[config.mk]
export PLATFORM = sky130hd
export DESIGN_NAME = uart_receiver
export DESIGN_NICKNAME = d
export VERILOG_FILES = /design/src/rtl/uart_receiver.sv
export SDC_FILE = /design/constraint.sdc
export NUM_CORES = 1
export LEC_CHECK = 0
export ABC_AREA = 1
export BUFFER_PORTS_ARGS = -buffer_cell sky130_fd_sc_hd__buf_4
export CORE_MARGIN = 3
export CORE_UTILIZATION = 50
export CTS_CLUSTER_SIZE = 16
export DETAILED_ROUTE_END_ITERATION = 10
export PLACE_DENSITY = 0.75
export RECOVER_POWER = 100
export SLEW_MARGIN = 20
export SYNTH_ARGS = -nofsm -noshare
export SYNTH_HDL_FRONTEND = slang
export SYNTH_SLANG_ARGS = --single-unit
[constraint.sdc]
create_clock -name clk -period 1.4 [get_ports clk]
set_input_delay 0.14 -clock clk [delete_from_list [all_inputs] [get_ports clk]]
set_output_delay 0.14 -clock clk [all_outputs]
set_load 0.05 [all_outputs]
[src/rtl/uart_receiver.sv]
// uart_receiver: receive half of the DTI UART.
// 16x oversampled frame recovery (5-8 data bits, optional even/odd parity,
// 1 or 2 stop bits) with registered data and status flags for the host.
// Optional feature macro: DTI_UART_RX_OVERRUN_EN enables the stt_overrun flag;
// without it stt_overrun is tied low and has no register.
`timescale 1ns/1ps

`ifndef CFG_DATA_WIDTH
`define CFG_DATA_WIDTH 8
`endif

module uart_receiver #(
    parameter int unsigned DATA_WIDTH = `CFG_DATA_WIDTH
) (
    input  logic                  clk,
    input  logic                  reset_n,
    input  logic                  clken,
    input  logic                  rx,
    input  logic [1:0]            cfg_data_bit_num,
    input  logic                  cfg_stop_bit_num,
    input  logic                  cfg_parity_en,
    input  logic                  cfg_parity_type,
    input  logic                  host_read_stt_rx_done,
    output logic [DATA_WIDTH-1:0] rx_data,
    output logic                  stt_rx_done,
    output logic                  stt_parity_err,
    output logic                  stt_frame_err,
    output logic                  stt_overrun,
    output logic                  rts_n
);

    typedef enum logic [2:0] {
        ST_IDLE,
        ST_START,
        ST_DATA,
        ST_PARITY,
        ST_STOP
    } state_e;

    state_e                state_q, state_d;
    logic [1:0]            rx_sync_q, rx_sync_d;
    logic                  rx_s;
    logic [3:0]            tick_cnt_q, tick_cnt_d;
    logic [2:0]            bit_cnt_q, bit_cnt_d;
    logic                  stop_cnt_q, stop_cnt_d;
    logic [7:0]            shift_q, shift_d;
    logic                  par_err_q, par_err_d;
    logic                  frm_err_q, frm_err_d;
    logic [DATA_WIDTH-1:0] rx_data_q, rx_data_d;
    logic                  rx_done_q, rx_done_d;
    logic                  parity_flag_q, parity_flag_d;
    logic                  frame_flag_q, frame_flag_d;
    logic                  frame_done;
    logic [7:0]            data_mask;
    logic [2:0]            last_bit;

    // Index of the final data bit is N-1 = 4 + cfg_data_bit_num.
    assign last_bit  = {1'b1, cfg_data_bit_num};
    assign data_mask = 8'hFF >> (2'd3 - cfg_data_bit_num);
    assign rx_s      = rx_sync_q[1];

    // Two-flop synchronizer for the asynchronous serial input.
    always_comb begin
        rx_sync_d = {rx_sync_q[0], rx};
    end

    // Frame state machine: next state, counters, shift register, pending errors.
    always_comb begin
        state_d    = state_q;
        tick_cnt_d = tick_cnt_q;
        bit_cnt_d  = bit_cnt_q;
        stop_cnt_d = stop_cnt_q;
        shift_d    = shift_q;
        par_err_d  = par_err_q;
        frm_err_d  = frm_err_q;
        frame_done = 1'b0;
        if (clken) begin
            case (state_q)
                ST_IDLE: begin
                    tick_cnt_d = '0;
                    bit_cnt_d  = '0;
                    stop_cnt_d = 1'b0;
                    par_err_d  = 1'b0;
                    frm_err_d  = 1'b0;
                    if (!rx_s) state_d = ST_START;
                end
                ST_START: begin
                    tick_cnt_d = tick_cnt_q + 4'd1;
                    if (tick_cnt_q == 4'd7) begin
                        tick_cnt_d = '0;
                        state_d    = rx_s ? ST_IDLE : ST_DATA;
                    end
                end
                ST_DATA: begin
                    tick_cnt_d = tick_cnt_q + 4'd1;
                    if (tick_cnt_q == 4'd15) begin
                        shift_d[bit_cnt_q] = rx_s;
                        if (bit_cnt_q == last_bit) begin
                            bit_cnt_d = '0;
                            state_d   = cfg_parity_en ? ST_PARITY : ST_STOP;
                        end else begin
                            bit_cnt_d = bit_cnt_q + 3'd1;
                        end
                    end
                end
                ST_PARITY: begin
                    tick_cnt_d = tick_cnt_q + 4'd1;
                    if (tick_cnt_q == 4'd15) begin
                        par_err_d = rx_s != ((^(shift_q & data_mask)) ^ cfg_parity_type);
                        state_d   = ST_STOP;
                    end
                end
                ST_STOP: begin
                    tick_cnt_d = tick_cnt_q + 4'd1;
                    if (tick_cnt_q == 4'd15) begin
                        if (!rx_s) frm_err_d = 1'b1;
                        if (stop_cnt_q == cfg_stop_bit_num) begin
                            frame_done = 1'b1;
                            state_d    = ST_IDLE;
                        end else begin
                            stop_cnt_d = 1'b1;
                        end
                    end
                end
                default: state_d = ST_IDLE;
            endcase
        end
    end

    // Status update: a completing frame takes priority over a host read.
    always_comb begin
        rx_data_d     = rx_data_q;
        rx_done_d     = rx_done_q;
        parity_flag_d = parity_flag_q;
        frame_flag_d  = frame_flag_q;
        if (frame_done) begin
            rx_data_d      = '0;
            rx_data_d[7:0] = shift_q & data_mask;
            rx_done_d      = 1'b1;
            parity_flag_d  = par_err_q;
            frame_flag_d   = frm_err_d;
        end else if (host_read_stt_rx_done) begin
            rx_done_d     = 1'b0;
            parity_flag_d = 1'b0;
            frame_flag_d  = 1'b0;
        end
    end

    // State, counters and status registers with asynchronous active-low reset.
    always_ff @(posedge clk or negedge reset_n) begin
        if (!reset_n) begin
            state_q       <= ST_IDLE;
            rx_sync_q     <= 2'b11;
            tick_cnt_q    <= '0;
            bit_cnt_q     <= '0;
            stop_cnt_q    <= 1'b0;
            shift_q       <= '0;
            par_err_q     <= 1'b0;
            frm_err_q     <= 1'b0;
            rx_data_q     <= '0;
            rx_done_q     <= 1'b0;
            parity_flag_q <= 1'b0;
            frame_flag_q  <= 1'b0;
        end else begin
            state_q       <= state_d;
            rx_sync_q     <= rx_sync_d;
            tick_cnt_q    <= tick_cnt_d;
            bit_cnt_q     <= bit_cnt_d;
            stop_cnt_q    <= stop_cnt_d;
            shift_q       <= shift_d;
            par_err_q     <= par_err_d;
            frm_err_q     <= frm_err_d;
            rx_data_q     <= rx_data_d;
            rx_done_q     <= rx_done_d;
            parity_flag_q <= parity_flag_d;
            frame_flag_q  <= frame_flag_d;
        end
    end

`ifdef DTI_UART_RX_OVERRUN_EN
    logic overrun_q, overrun_d;

    // Overrun: set when a frame lands on unread data; sticky until a host read.
    always_comb begin
        overrun_d = overrun_q;
        if (frame_done) begin
            overrun_d = overrun_q | rx_done_q;
        end else if (host_read_stt_rx_done) begin
            overrun_d = 1'b0;
        end
    end

    // Overrun flag register.
    always_ff @(posedge clk or negedge reset_n) begin
        if (!reset_n) overrun_q <= 1'b0;
        else          overrun_q <= overrun_d;
    end

    assign stt_overrun = overrun_q;
`else
    assign stt_overrun = 1'b0;
`endif

    assign rx_data        = rx_data_q;
    assign stt_rx_done    = rx_done_q;
    assign stt_parity_err = parity_flag_q;
    assign stt_frame_err  = frame_flag_q;
    assign rts_n          = rx_done_q;

endmodule

Word-level counts from Yosys, hierarchy flattened. Cells that the tools add are included.

Register bits: 34. Latch bits: 0. Memory bits (writable): 0. ROM bits: 0. Output and inout bits: 13. Word-level logic and storage cells: 87. Memories: 0.

Add/subtract/negate cells: 3. Multiply operators: 0. Divide/modulo/power cells: 0. Magnitude comparators: 2. Eq/ne operators: 17. Shifts and indexed selects: 1. Muxes and demuxes: 35. Bitwise logic cells: 2. Reductions and logical operators: 15.

Operators by type and width (number): $mux 3 (10); $ne 2x2->1 const B (8); $mux 1 (15); $pmux 3 s5 (1); $pmux 4 s3 (1); $reduce_and 3->1 (3); $and 8x8->8 (1); $bwmux 8 (1); $reduce_and 8->1 (1); $reduce_bool 2->1 (4); $reduce_xor 8->1 (1); $shr 8x2->8 const A (1); $eq 3x2->1 const B (2); $pmux 1 s2 (3); $pmux 3 s2 (1); $add 4x1->4 const B (1); $eq 4x3->1 const B (1); $eq 4x4->1 const B (1); $lt 3x4->1 const B (1); $mux 4 (1); $reduce_and 4->1 (1); $add 3x1->3 const B (1); $demux 1 s3 (1); $eq 3x1->1 const B (1); 13 further kinds (13).

Logic depth before layout (Yosys ltp).
Depth in word-level cells: 8. Mapped depth: 11. Depth with buffers taken out: 11.

Least setup slack after synthesis. Ideal clock, no wire load.

Kind: register to register. From: register tick_cnt_q[1]. To: register rx_data_q[0], in the netlist rx_data[0]. Arrival: 1.231 ns. Data required time: 1.280 ns. Path slack: 0.050 ns. Stages on the path, launching flop included: 8. Buffers on the path: 1. Clock period less this slack: 1.350 ns. Cell sequence: dfrtp_1 -> ha_1 -> nand3_2 -> nor2_4 -> nand3_4 -> buf_6 -> nand2_1 -> o21ai_2.

Word-level cells in the longest chain between the ends: 4.

Ends and longest elaborated chain: from (decl) (line 43) `logic [3:0] tick_cnt_q, tick_cnt_d;`; from (signal assigned) (line 167) `tick_cnt_q <= tick_cnt_d;`; $eq 4x4->1 (line 115) `if (tick_cnt_q == 4'd15) begin`; $mux 1 (line 115); $mux 1 (line 78) `case (state_q)`; $mux 1 (line 77) `if (clken) begin`; to (signal assigned) (line 173) `rx_data_q <= rx_data_d;`; to (decl) (line 49) `logic [DATA_WIDTH-1:0] rx_data_q, rx_data_d;`.

No other way between the ends. A chain may end at the register's enable or synchronous reset.

Final worst setup path.
From: register tick_cnt_q[0]. To: register shift_q[0].

Word-level cells in the longest chain between the ends: 2.

Ends and longest elaborated chain: $eq 4x4->1 (line 96) `if (tick_cnt_q == 4'd15) begin`; $reduce_and 3->1 (no source line); to (signal assigned) (line 170) `shift_q <= shift_d;`; to (decl) (line 46) `logic [7:0] shift_q, shift_d;`.

No other way between the ends.

==> reports/qor.yml <==
run_status:
  status: "finished clean"
global_routing:
  grt_overflow: 0
  grt_pass1_vias: 1534
  grt_max_degree: 35
  track_usage_pct: 18.9
  grt_pass1_wl_microns: 6430
  antenna_found_initial: 0
place:
  io_buffers: 21
  dp_slack_ns: -0.0426
  gp_congestion: 0.922
  dp.cells: 324
  place_area_sq_um: 2170
  detailed_place_hpwl_microns: 2750
floorplan:
  start_util_pct: 54.4
  die_area_sq_um: 4580
  core.rowCount: 21
  dieHeight_microns: 67.7
  core_sq_um: 3490
  boundaryPins: 23
  dieWidth_microns: 67.7
clock_tree:
  clkTransAtPathRegs_ns: 0.07
  cts_tree: "yes"
  clock_sinks: 34
  h-tree-depth: 2
  numCtsBuffers: 5
  insertion_delay_ns: 0.29
  clk_root_buffer_cell: "clkbuf_8"
  clockBufferDepth: 2
finish:
  drive_gt1_share_pct: 34.7
  area_growth_pct: 26.4
  fin_nets: 303
  n_antenna_cell: 0
  fin_cells: 337
  final_area_sq_um: 2400
synth:
  synthCells: 251
  synth-seq-cells: 34
  synth_nets: 263
  yosysMostFrequentCell: "nand2_1"
  netlist_area_sq_um: 1900
  synthArstFlopShare_pct: 100
  avgSynthCellArea_sq_um: 7.58
  synth.largest_area_cell: "dfrtp_1"
  synth_edf_count: 0
  synth_commonest_cells: "nand2_1, inv_1, dfrtp_1, nand3_1, nor2_1"
  synth_flop_cell: "dfrtp_1"
  synth_cell_types: 29
  yosys_warnings: 0
  ys_seq_area_share_pct: 44.9
  synth.top_cell.area_share_pct: 42.1
  synthTopCellsByArea: "dfrtp_1, nand2_1, inv_1"
timing:
  rsz0062_at_grt: "true"
  setup_viol: 0
  fin_skew_ns: 0.00698
  worst_slack_ns: 0.00512
  finalCritPeriodShare_pct: 99.6
  slew-limit-headroom_pct: 44.6
  period_needed_ns: 1.39
  fmax_mhz: 717
  maxSlewViolCount: 0
  hold_viol: 0
  worst_slew_pin_slew_ns: 0.832
  worst_hold_slack_ns: 0.0396
power:
  seqPwrFrac_pct: 39.7
  p_switching_mw: 1.18
  p_int_mw: 1.88
  pwr-share-comb_pct: 37.8
  leakage_nw: 1.19
  total_power_mw: 3.06
  switching_share_pct: 38.5
  powerDensity_nw_per_um2: 1270
  vdd_drop_max_v: 0.000993
  pwr-share-clk_pct: 22.5
drt:
  drc_errors: 0
  wl_microns: 3990
  first_iter_violations: 81
  first_pass_iters: 4
  vias_per_cell: 5.06
  postRouteAntennaNets: 0
  dr_total_vias: 1705
  wl_per_cell_microns: 11.8
worst_setup_path:
  crit_chain: "ha_4 > nand3_4 > nor2_4 > nand2_4 > nor2_4 > nand2_2 > nand2_1 > o21ai_1"
  cp_data_required_time_ns: 1.57
  critical_path_class: "flop to flop"
  arrival_ns: 1.57
  slowest_delay_ns: 0.39
  crit_top_cell: "nor2_4"
  cp_max_fo: 4
  worstSetupStartpointType: "flop"
  crit_slowest_cell: "dfrtp_1"
  crit_path_end_kind: "flop"
min_path:
  hold_path_class: "input pin to flop"
run:
  cap_violations: 0
## cell usage in the layout, fill, tap and decap left out, drive strengths merged, types with 2 or more instances in the layout
| cell type | count |
|---|---|
| ha | 2 |
| inv | 37 |
| xor2 | 3 |
| dfrtp | 32 |
| dfstp | 2 |
| a21oi | 5 |
| dlygate4sd3 | 2 |
| nand3 | 26 |
| clkinv | 2 |
| nor2 | 25 |
| clkbuf | 19 |
| o21ai | 30 |
| nor3 | 3 |
| nand2 | 75 |
| buf | 22 |
## critical path, delay by kind of cell (launching register included)
kind / cells / cell delay (ns)
AND/OR/NAND/NOR: 6 / 0.65
adder cells (fa/ha/maj): 1 / 0.17
AO/OA/AOI/OAI: 1 / 0.06
flip-flops: 1 / 0.39
## power groups by stage
stage	Clock (mW)	Combinational (mW)	Sequential [mW]
4_1_cts	0.700	1.03	1.19
2_1_floorplan	0	0.657	1.19
3_5_place_dp	0	0.987	1.20
5_1_grt	0.746	1.28	1.23
6_report	0.687	1.15	1.21
3_3_place_gp	0	0.979	1.19
## cells by family after synthesis
kind of cell,share of synthesized area [%]
buffers and inverters,9.34
XOR/XNOR,1.84
flip-flops,44.9
AO/OA/AOI/OAI,11.9
other,0.197
AND/OR/NAND/NOR,30.5
adder cells (fa/ha/maj),1.32
## through the flow
step	TNS, ns	utilization [%]
floorplan	0	-
global route	-0.755	68.8
detailed placement	-0.122	62.2
global placement	0	62.2
CTS	-0.0637	65.9
finish	0	68.8
## per-layer routing
layer	vias up	share of wire (%)	global-route usage, %
met5	-	0	0
met4	0	0.93	5.32
met3	6	5.7	5.99
met1	784	44	23.0
li1	875	-	-
met2	40	49	31.8
## final cells by class
type	count	area, sq um
tap	46	57.6
timing repair buffer	38	270
clock buffer	5	68.8
multi-input combinational	175	1000
sequential	34	855
fill	312	1090
inverter	37	141
clock inverter	2	10.0
## timing repair
item	CTS	global route
setup buffers	0	4
setup endpoints to repair	10	27
pin swaps	3	8
hold buffers	2	0
endpoints found under the hold margin	33	0
resized for setup	7	39
## state kept, by name, indices dropped and copies added, names as in the netlist
| name | flops |
|---|---|
| bit_cnt_q | 3 |
| frm_err_q | 1 |
| par_err_q | 1 |
| rts_n | 1 |
| rx_data | 8 |
| rx_sync_q | 2 |
| shift_q | 8 |
| state_q | 3 |
| stop_cnt_q | 1 |
| stt_frame_err | 1 |
| stt_parity_err | 1 |
| tick_cnt_q | 4 |
## path summary, 6_finish.rpt
path / to / slack [ns] / cells after the start / start
min reg2reg: rx_sync_q[1] / 0.36 / 0 / rx_sync_q[0]
min: rts_n / 0.04 / 2 / host_read_stt_rx_done
max: shift_q[0] / 0.005 / 8 / tick_cnt_q[0]
max in group asynchronous: state_q[0] / 0.33 / 2 / reset_n
min in group asynchronous: rx_data[4] / 0.48 / 2 / reset_n
max reg2reg: shift_q[0] / 0.005 / 8 / tick_cnt_q[0]
No activity file was read; power rests on OpenSTA's default activity.
